### src/rtl/matmul_sequencer.sv
// Byte-serial front-end for the 4x4 matrix multiply unit: loads A/B over an 8-bit
// stream, runs the unit for a fixed capture window, then streams the 64-bit result out.
module matmul_sequencer #(
  parameter int unsigned CAPTURE_CYCLES = 4
) (
  input  logic        clk,
  input  logic        rst,
  input  logic [7:0]  in_data,
  input  logic        in_valid,
  output logic        in_ready,
  output logic [7:0]  out_data,
  output logic        out_valid,
  input  logic        out_ready,
  output logic        busy,
  output logic        done,
  output logic        mmu_rst_n,
  output logic [63:0] mmu_a,
  output logic [63:0] mmu_b,
  input  logic [63:0] mmu_result
);

  // state  | meaning
  // IDLE   | post-reset, moves to LOAD on the next edge
  // LOAD   | accept 16 operand bytes (A then B, MSB first)
  // RUN    | unit out of reset for CAPTURE_CYCLES edges
  // UNLOAD | emit 8 result bytes, MSB first
  typedef enum logic [1:0] {S_IDLE, S_LOAD, S_RUN, S_UNLOAD} state_t;

  localparam logic [3:0] CAP_LAST = 4'(CAPTURE_CYCLES - 1);

  state_t      state_q, state_d;
  logic [3:0]  byte_cnt_q, byte_cnt_d;
  logic [3:0]  run_cnt_q, run_cnt_d;
  logic [2:0]  out_cnt_q, out_cnt_d;
  logic [63:0] a_q, a_d;
  logic [63:0] b_q, b_d;
  logic [63:0] shift_q, shift_d;
  logic        mmu_rst_n_q, mmu_rst_n_d;
  logic        done_q, done_d;
  logic [5:0]  byte_sel;

  // Byte k of a word lives at bits [63-8k -: 8], so the low index is 8*(7-k).
  assign byte_sel = {~byte_cnt_q[2:0], 3'b000};

  always_ff @(posedge clk or posedge rst) begin
    if (rst) begin
      state_q     <= S_IDLE;
      byte_cnt_q  <= '0;
      run_cnt_q   <= '0;
      out_cnt_q   <= '0;
      a_q         <= '0;
      b_q         <= '0;
      shift_q     <= '0;
      mmu_rst_n_q <= 1'b0;
      done_q      <= 1'b0;
    end else begin
      state_q     <= state_d;
      byte_cnt_q  <= byte_cnt_d;
      run_cnt_q   <= run_cnt_d;
      out_cnt_q   <= out_cnt_d;
      a_q         <= a_d;
      b_q         <= b_d;
      shift_q     <= shift_d;
      mmu_rst_n_q <= mmu_rst_n_d;
      done_q      <= done_d;
    end
  end

  always_comb begin
    state_d     = state_q;
    byte_cnt_d  = byte_cnt_q;
    run_cnt_d   = run_cnt_q;
    out_cnt_d   = out_cnt_q;
    a_d         = a_q;
    b_d         = b_q;
    shift_d     = shift_q;
    done_d      = 1'b0;
    mmu_rst_n_d = 1'b0;

    case (state_q)
      S_IDLE: state_d = S_LOAD;

      S_LOAD: begin
        if (in_valid) begin
          byte_cnt_d = byte_cnt_q + 4'd1;
          if (!byte_cnt_q[3]) a_d[byte_sel +: 8] = in_data;
          else                b_d[byte_sel +: 8] = in_data;
          if (byte_cnt_q == 4'd15) begin
            state_d   = S_RUN;
            run_cnt_d = '0;
          end
        end
      end

      S_RUN: begin
        run_cnt_d = run_cnt_q + 4'd1;
        if (run_cnt_q == CAP_LAST) begin
          shift_d   = mmu_result;
          run_cnt_d = '0;
          out_cnt_d = '0;
          state_d   = S_UNLOAD;
        end
      end

      S_UNLOAD: begin
        if (out_ready) begin
          shift_d   = {shift_q[55:0], 8'h00};
          out_cnt_d = out_cnt_q + 3'd1;
          if (out_cnt_q == 3'd7) begin
            state_d = S_LOAD;
            done_d  = 1'b1;
          end
        end
      end

      default: state_d = S_IDLE;
    endcase

    // Registered so the unit sees reset released exactly for the RUN window.
    mmu_rst_n_d = (state_d == S_RUN);
  end

  assign in_ready  = (state_q == S_LOAD);
  assign out_valid = (state_q == S_UNLOAD);
  assign out_data  = shift_q[63:56];
  assign busy      = (state_q == S_RUN) || (state_q == S_UNLOAD);
  assign done      = done_q;
  assign mmu_rst_n = mmu_rst_n_q;
  assign mmu_a     = a_q;
  assign mmu_b     = b_q;

endmodule
### config.mk
export PLATFORM = sky130hd
export DESIGN_NAME = matmul_sequencer
export DESIGN_NICKNAME = d
export VERILOG_FILES = /design/src/rtl/matmul_sequencer.sv
export SDC_FILE = /design/constraint.sdc
export NUM_CORES = 1
export LEC_CHECK = 0
export BUFFER_PORTS_ARGS = -buffer_cell sky130_fd_sc_hd__buf_2
export CORE_ASPECT_RATIO = 0.7
export CORE_MARGIN = 8
export CORE_UTILIZATION = 45
export CTS_CLUSTER_DIAMETER = 50
export DETAILED_ROUTE_END_ITERATION = 10
export PLACE_DENSITY = 0.7
export SLEW_MARGIN = 40
export SYNTH_ARGS = -nofsm -noshare
export SYNTH_HDL_FRONTEND = slang
export SYNTH_SLANG_ARGS = --single-unit
### constraint.sdc
create_clock -name clk -period 9.3 [get_ports clk]
set_clock_uncertainty 0.2 [all_clocks]
set_input_delay 1.395 -clock clk [delete_from_list [all_inputs] [get_ports clk]]
set_output_delay 1.395 -clock clk [all_outputs]
set_load 0.01 [all_outputs]
-- Yosys cells after proc, flatten, opt, wreduce, memory -nomap -nowiden
Index checks and enable logic that the tools add are counted.
- mux-type cells: 21
- equal/unequal tests: 11
- bitwise logic cells: 2
- shift operators: 2
- add/subtract/negate cells: 4
- reductions and logical operators: 9
- operators with widths (operator ; count):
    $bwmux 64 ; 2
    $mux 64 ; 2
    $pmux 64 s2 ; 1
    $shift 8x8->64 const A ; 1
    $shiftx 8x8->64 ; 1
    $mux 4 ; 3
    $reduce_and 3->1 ; 4
    $mux 2 ; 5
    $add 4x1->4 const B ; 2
    $neg 6->8 ; 1
    $pmux 2 s4 ; 1
    $pmux 4 s2 ; 1
    $eq 2x2->1 const B ; 3
    $mux 3 ; 2
    $pmux 3 s2 ; 1
    $eq 4x2->1 const B ; 1
    $eq 4x4->1 const B ; 1
    $ne 2x1->1 const B ; 2
    $ne 2x2->1 const B ; 2
    $reduce_bool 2->1 ; 2
    $add 3x1->3 const B ; 1
    $eq 3x3->1 const B ; 1
    $mux 1 ; 3
    $not 3->3 ; 1
    other kinds (5) ; 5
- input port bits: 76
- flip-flop bits (word level): 207
- output and inout bits: 141
- logic and storage cells: 58

-- Depth between registers and ports, before layout
Gate-level depths: netlist of run 1.
- depth after elaboration: 5
- mapped depth: 7
- mapped depth without buffers: 5

-- Worst setup path before layout of run 1
OpenSTA, ideal clock, no wires.
- kind: input-to-reg
- start: input port in_valid
- end: register b_q[0], in the netlist mmu_b[0]
- stages: 4
- data required time: 8.975 ns
- path slack: 6.489 ns
- path buffers: 1
- arrival time: 2.486 ns
- cells stage by stage: nand3b_2 -> or4b_1 -> buf_4 -> mux2_2
- longest elaborated chain between the ends: 1
- ends and longest elaborated chain (item ; line ; text):
    start, declared ; 9 ; input logic in_valid,
    $reduce_and 3->1 (no source line) ; n/a ;
    end signal, assigned ; 52 ; b_q <= '0;
    end signal, assigned ; 62 ; b_q <= b_d;
    end, declared ; 36 ; logic [63:0] b_q, b_d;
No other way between the ends.
A chain may end at the register's enable or synchronous reset.

-- Final worst setup path of run 1
- start: register state_q[1]
- end: output port in_ready
- longest elaborated chain between the ends: 1
- ends and longest elaborated chain (item ; line ; text):
    start, declared ; 31 ; state_t state_q, state_d;
    start signal, assigned ; 57 ; state_q <= state_d;
    $eq 2x1->1 ; 123 ; assign in_ready = (state_q == S_LOAD);
    end, declared ; 10 ; output logic in_ready,
No other way between the ends.

==> run_results.csv, run 1 <==
group,metric,value,unit
outcome,status,"finished clean",
sta,final-hold-violation-count,0,
synth,synthTopCellsByCount,"207 x dfrtp_1, 130 x mux2_2, 57 x or2_2, 56 x o221a_2, 26 x clkbuf_1",
critical_path,timing.critical_path.slowest_stage_cell,"dfrtp_1",
floorplanning,io_pins,217,
critical_path,max_stage_delay,0.67,ns
synth,synth.yosys.warnings,0,
critical_path,cp-start-kind,"flip-flop",
critical_path,cp.buffers_inverters,2,
synth,synth_top_area_cell,"dfrtp_1",
job,cap_violations,0,
critical_path,cpLargestDelayFamily,"flip-flops",
critical_path,worstSetupEndpointType,"primary output",
route,drc,0,
global_routing,track_usage,0.1777,
global_routing,antenna_violations_before_repair,0,
route,detailedRoute.firstIterationViolations,387,
global_routing,maximum_number_of_pins_on_one_net_before_global_route_repair,124,
synth,syn_area,0.008561,mm^2
critical_path,timing.setup.critical_path_class,"flip-flop to primary output",
clocking,clock_tree.buffer_depth,3,
final_layout,antennaDiodeCount,0,
power_and_ir_drop,p_leak,5.018,nW
final_layout,layout-drive-gt1-share,0.6309,
sta,timing.final.max_slew_violations,0,
floorplanning,core,0.01876,mm^2
power_and_ir_drop,power_per_cell_area,327.7,mW/mm^2
clocking,tritoncts_num_sinks,207,
clocking,post_cts_resized,0,
power_and_ir_drop,report.power.total,3.435,mW
synth,synth-seq-area-share,0.6051,
global_routing,first_global_vias,6053,
clocking,clock_insertion_delay_worst_skew,0.49,ns
final_layout,num-nets-final,880,
route,post_drt_via_cell_ratio,5.354,
synth,synthDominantCellAreaShare,0.6051,
clocking,cts_hold_buffers,0,
final_layout,multiInputGateArea,0.003142,mm^2
sta,grt_setup_unrepaired,"no",
floorplanning,rows,42,
final_layout,fill_cells,1535,
sta,report.final.setup_viol,0,
floorplanning,die_area,0.02376,mm^2
sta,hold_slack,0.2991,ns
route,vias,5632,
place,port_buffers,216,
clocking,htree_num_levels,1,
critical_path,critPathArrivalTime,1.61,ns
sta,final.setup.tns,0,ns
clocking,cts_buffers,22,
synth,post_synth_num_cell_types,36,
power_and_ir_drop,power.ir.vdd_worst,0.1709,mV
synth,synth.net_count,684,
critical_path,path_max_fanout,14,
critical_path,crit_path_cell_trace,"nand2b_1, inv_1, buf_2",
route,detailedRoute.firstPassIterationCount,4,
critical_path,required,7.71,ns
place,place_hpwl,15.51,mm
floorplanning,fp.dieW,180.9,um
sta,worst_slew_pin_slew,0.7644,ns
synth,dominant_cell_by_count_in_the_synthesized_netlist,"dfrtp_1",
synth,syn_avg_cell_area,14.20,um^2
sta,final_cycle_utilization_of_the_critical_path,0.3447,
final_layout,area_growth_syn_to_layout,22.46,%
clocking,cts_tree,"yes",
route,drt-wirelength-per-cell,20.68,um
final_layout,final-seq-area,0.005180,mm^2
floorplanning,dieHeight,131.4,um
synth,post_synth_main_area_contributors,"dfrtp_1 61%, mux2_2 17%, o221a_2 7.4%",
global_routing,grt_overflow,0,
floorplanning,floorplan.initialDensity,0.4563,
route,routed_wl,21.75,mm
global_routing,grt_pass1_wl,34.64,mm
clocking,clockRootBuffer,"clkbuf_16",
synth,synth_seq_cells,207,
place,gp_congestion,0.7860,
synth,synth_enable_flop_cells,0,
hold_path,worst_hold_path_type,"flip-flop to flip-flop",
synth,yosys_most_used_dff,"dfrtp_1",
sta,post-route-min-period,3.206,ns
clocking,cts_setup_buffers,0,
synth,syn-instance-count,603,
sta,timing.max_slew.rel_slack,0.4831,
clocking,clk_pin_slew_worst_paths,0.06,ns
final_layout,finish.utilization,0.5588,
route,antenna_left,0,
sta,maxClockFrequency,0.3120,GHz
synth,async_flop_share,1.000,
## where the power goes
| part | internal (mW) | total, mW | leakage, nW | switching, mW |
|---|---|---|---|---|
| logic | 0.589 | 1.15 | 2.16 | 0.556 |
| registers | 1.25 | 1.46 | 2.52 | 0.210 |
| clock network | 0.492 | 0.831 | 0.330 | 0.338 |
## flip-flops by register name, summed over array words and instances, names as in the netlist
signal,count
run_cnt_q,4
mmu_rst_n,1
mmu_b,64
state_q,2
done,1
mmu_a,64
shift_q,64
out_cnt_q,3
byte_cnt_q,4
## metrics by stage
stage | worst slack (ns) | area (um^2) | std cells
after floorplan | 2.053 | 8561 | 603
after global placement | 5.904 | 9761 | 1016
after detailed placement | 5.961 | 9771 | 1016
after CTS | 6.074 | 10450 | 1051
after global routing | 5.997 | 10480 | 1052
final | 6.094 | 10480 | 1052
## cell families after synthesis
family	share of synthesized area
compound gates	0.08959
fa+ha+maj	0.007308
mux	0.1733
buf+inv	0.03025
flops	0.6051
xor+xnor	0.002047
simple gates	0.09237
## worst paths after layout
check,start,end,slack [ns],depth (start not counted)
worst max-delay path,state_q[1],in_ready,6.09,3
worst min-delay path,mmu_a[46],mmu_a[46],0.30,1
worst max register to register,byte_cnt_q[0],mmu_a[20],6.26,5
worst min register to register,mmu_a[46],mmu_a[46],0.30,1
max in group asynchronous,rst,shift_q[45],6.99,4
min in group asynchronous,rst,mmu_a[5],0.78,2
## placed cells by master (no fill, tap or decap), types with 14 or more instances in the layout
cell type	Yosys	final
dfrtp_1	207	207
buf_2	15	216
o221a_2	56	56
nand2_1	14	14
or2_2	57	57
o21ai_0	14	14
nand3_1	17	17
clkbuf_16	0	23
mux2_2	130	130
## area by class of cell
type	count	share of cell area
sequential	207	0.4941
multi-input combinational	341	0.2997
timing repair buffer	222	0.1097
clock buffer	30	0.05931
tap	242	0.02888
clock inverter	5	0.005371
inverter	5	0.002984
## layer usage
layer | track usage | vias up | routed length [um]
li1 | - | 2583 | -
met1 | 0.2439 | 2850 | 10080
met2 | 0.2777 | 174 | 9660
met3 | 0.06002 | 25 | 1794
met4 | 0.02152 | 0 | 221
met5 | 0 | - | 0
Note: power is estimated with default switching activity, not from simulation.
==> inputs of run 2 (changes only) <==
clock period = 3.3 ns   (was 9.3 ns; I/O delays follow)
==> run 2 against run 1 <==
Final cell count increased by 0.95%. Setup slack worse by 5.6 ns. Via count grew 2.4%. Routed wire length rose by 2.6%. Sequential share of layout area is 0.38 points lower. Non-clock buffer count increased by 6. Highest routed layer is now met5.
==> run_results.csv, run 2 (synthesized netlist as in run 1, its figures left out) <==
group,metric,value,unit
outcome,status,"finished clean",
route,vias,5768,
final_layout,num-nets-final,886,
route,drt-wirelength-per-cell,21.02,um
route,routed_wl,22.32,mm
clocking,cts_tree,"yes",
global_routing,maximum_number_of_pins_on_one_net_before_global_route_repair,84,
final_layout,mostFrequentLayoutCell,"buf_2",
final_layout,area_growth_syn_to_layout,23.41,%
critical_path,path_max_fanout,10,
floorplanning,die_area,0.02376,mm^2
final_layout,antennaDiodeCount,0,
power_and_ir_drop,power_per_cell_area,926.7,mW/mm^2
global_routing,track_usage,0.1838,
clocking,clock_insertion_delay_worst_skew,0.50,ns
power_and_ir_drop,p_leak,5.063,nW
place,place_hpwl,16.07,mm
power_and_ir_drop,power.ir.vdd_worst,0.3906,mV
clocking,tritoncts_num_sinks,207,
job,cap_violations,0,
clocking,clockRootBuffer,"clkbuf_16",
floorplanning,io_pins,217,
sta,grt_setup_unrepaired,"no",
sta,timing.max_slew.rel_slack,0.5440,
sta,maxClockFrequency,0.3552,GHz
route,detailedRoute.firstIterationViolations,412,
sta,worst_slew_pin_slew,0.6826,ns
sta,final-hold-violation-count,0,
sta,final_cycle_utilization_of_the_critical_path,0.8532,
place,port_buffers,216,
global_routing,grt_pass1_wl,35.83,mm
critical_path,critical_path.startpoint,"byte_cnt_q[0]",
sta,report.final.setup_viol,0,
global_routing,antenna_violations_before_repair,1,
hold_path,worst_hold_path_type,"input port to flip-flop",
route,antenna_left,0,
floorplanning,fp.dieW,180.9,um
place,pre_cts_worst_setup_slack,0.5287,ns
global_routing,first_global_vias,6201,
sta,timing.final.max_slew_violations,0,
route,detailedRoute.firstPassIterationCount,4,
critical_path,worst_r2r_startpoint,"byte_cnt_q[0]",
final_layout,most-common-layout-cells,"216 x buf_2, 207 x dfrtp_1, 130 x mux2_2, 57 x or2_2, 56 x o221a_2",
clocking,post_cts_resized,0,
hold_path,timing.hold.worst.start,"mmu_result[0]",
clocking,htree_num_levels,1,
sta,post-route-min-period,2.816,ns
critical_path,critPathArrivalTime,2.98,ns
critical_path,timing.setup.critical_path_class,"flip-flop to flip-flop",
route,post_drt_via_cell_ratio,5.431,
clocking,clk_pin_slew_worst_paths,0.07,ns
clocking,clock_tree.buffer_depth,3,
sta,final_critical_path_setup_slack,0.4843,ns
sta,hold_slack,0.04050,ns
floorplanning,core,0.01876,mm^2
place,numPlacedInstances,1022,
floorplanning,floorplan.initialDensity,0.4563,
route,drc,0,
place,gp_congestion,0.8169,
critical_path,cp-start-kind,"flip-flop",
floorplanning,rows,42,
global_routing,grt_overflow,0,
floorplanning,dieHeight,131.4,um
final_layout,non_filler_instances,1062,
clocking,cts_buffers,22,
final_layout,layout-drive-gt1-share,0.6354,
critical_path,required,3.46,ns
sta,final.setup.tns,0,ns
critical_path,worstSetupEndpointType,"flip-flop",
[run 2: cell count changes in the layout (fill, tap and decap cells not counted), sizes merged]
cell         change
buf              +5
clkinv           +4
clkbuf           -2
clkinvlp         +2
dlygate4sd3      +1
[run 2: repair_timing]
action,CTS,global route
buffers inserted,0,0
hold endpoints to repair,24,0
endpoints found under the setup margin,0,0
hold buffers,1,0
[run 2: worst paths after layout]
kind                       cells after the start          end  slack [ns]
setup / recovery                               5     mmu_b[5]        0.48
hold / removal                                 3   shift_q[0]        0.04
setup reg to reg                               5     mmu_b[5]        0.48
hold reg to reg                                1    mmu_a[11]        0.30
max in group asynchronous                      4    mmu_b[25]        1.54
min in group asynchronous                      3  shift_q[13]        0.45
[run 2: critical path, stage by stage, from the launching register on]
cell and delay [ns]:
dfrtp_1 0.45, ha_1 0.27, ha_1 0.42, nor3b_1 0.32, or4b_1 0.67, mux2_2 0.35
[run 2: power breakdown]
part	internal, mW	switching [mW]	total, mW	leakage, nW
clock	1.41	1.02	2.43	0.353
sequential	3.52	0.627	4.15	2.52
combinational	1.67	1.54	3.21	2.19
total	6.60	3.19	9.79	5.06
[run 2: layout make-up]
cell class                      count  area [um^2]
Fill cell                        1543         8195
Sequential cell                   207         5180
Multi-Input combinational cell    341         3136
Timing Repair Buffer              228         1199
Clock buffer                       28        614.3
Tap cell                          242        302.8
Clock inverter                     11        111.4
Inverter                            5        22.52
[run 2: metrics by stage]
step | utilization | total power [mW] | area, um^2
2_1_floorplan | - | 6.169 | 8564
3_3_place_gp | 0.5239 | 7.253 | 9829
3_5_place_dp | 0.5239 | 7.423 | 9829
4_1_cts | 0.5632 | 9.893 | 10570
5_1_grt | 0.5632 | 10.38 | 10570
6_report | 0.5632 | 9.790 | 10570
[run 2: layer usage]
| metal | global-route usage | vias up | wire [um] |
|---|---|---|---|
| met2 | 0.2731 | 206 | 9682 |
| li1 | - | 2600 | - |
| met4 | 0.02793 | 2 | 262 |
| met5 | 0 | - | 10 |
| met3 | 0.05865 | 23 | 1764 |
| met1 | 0.2642 | 2937 | 10600 |
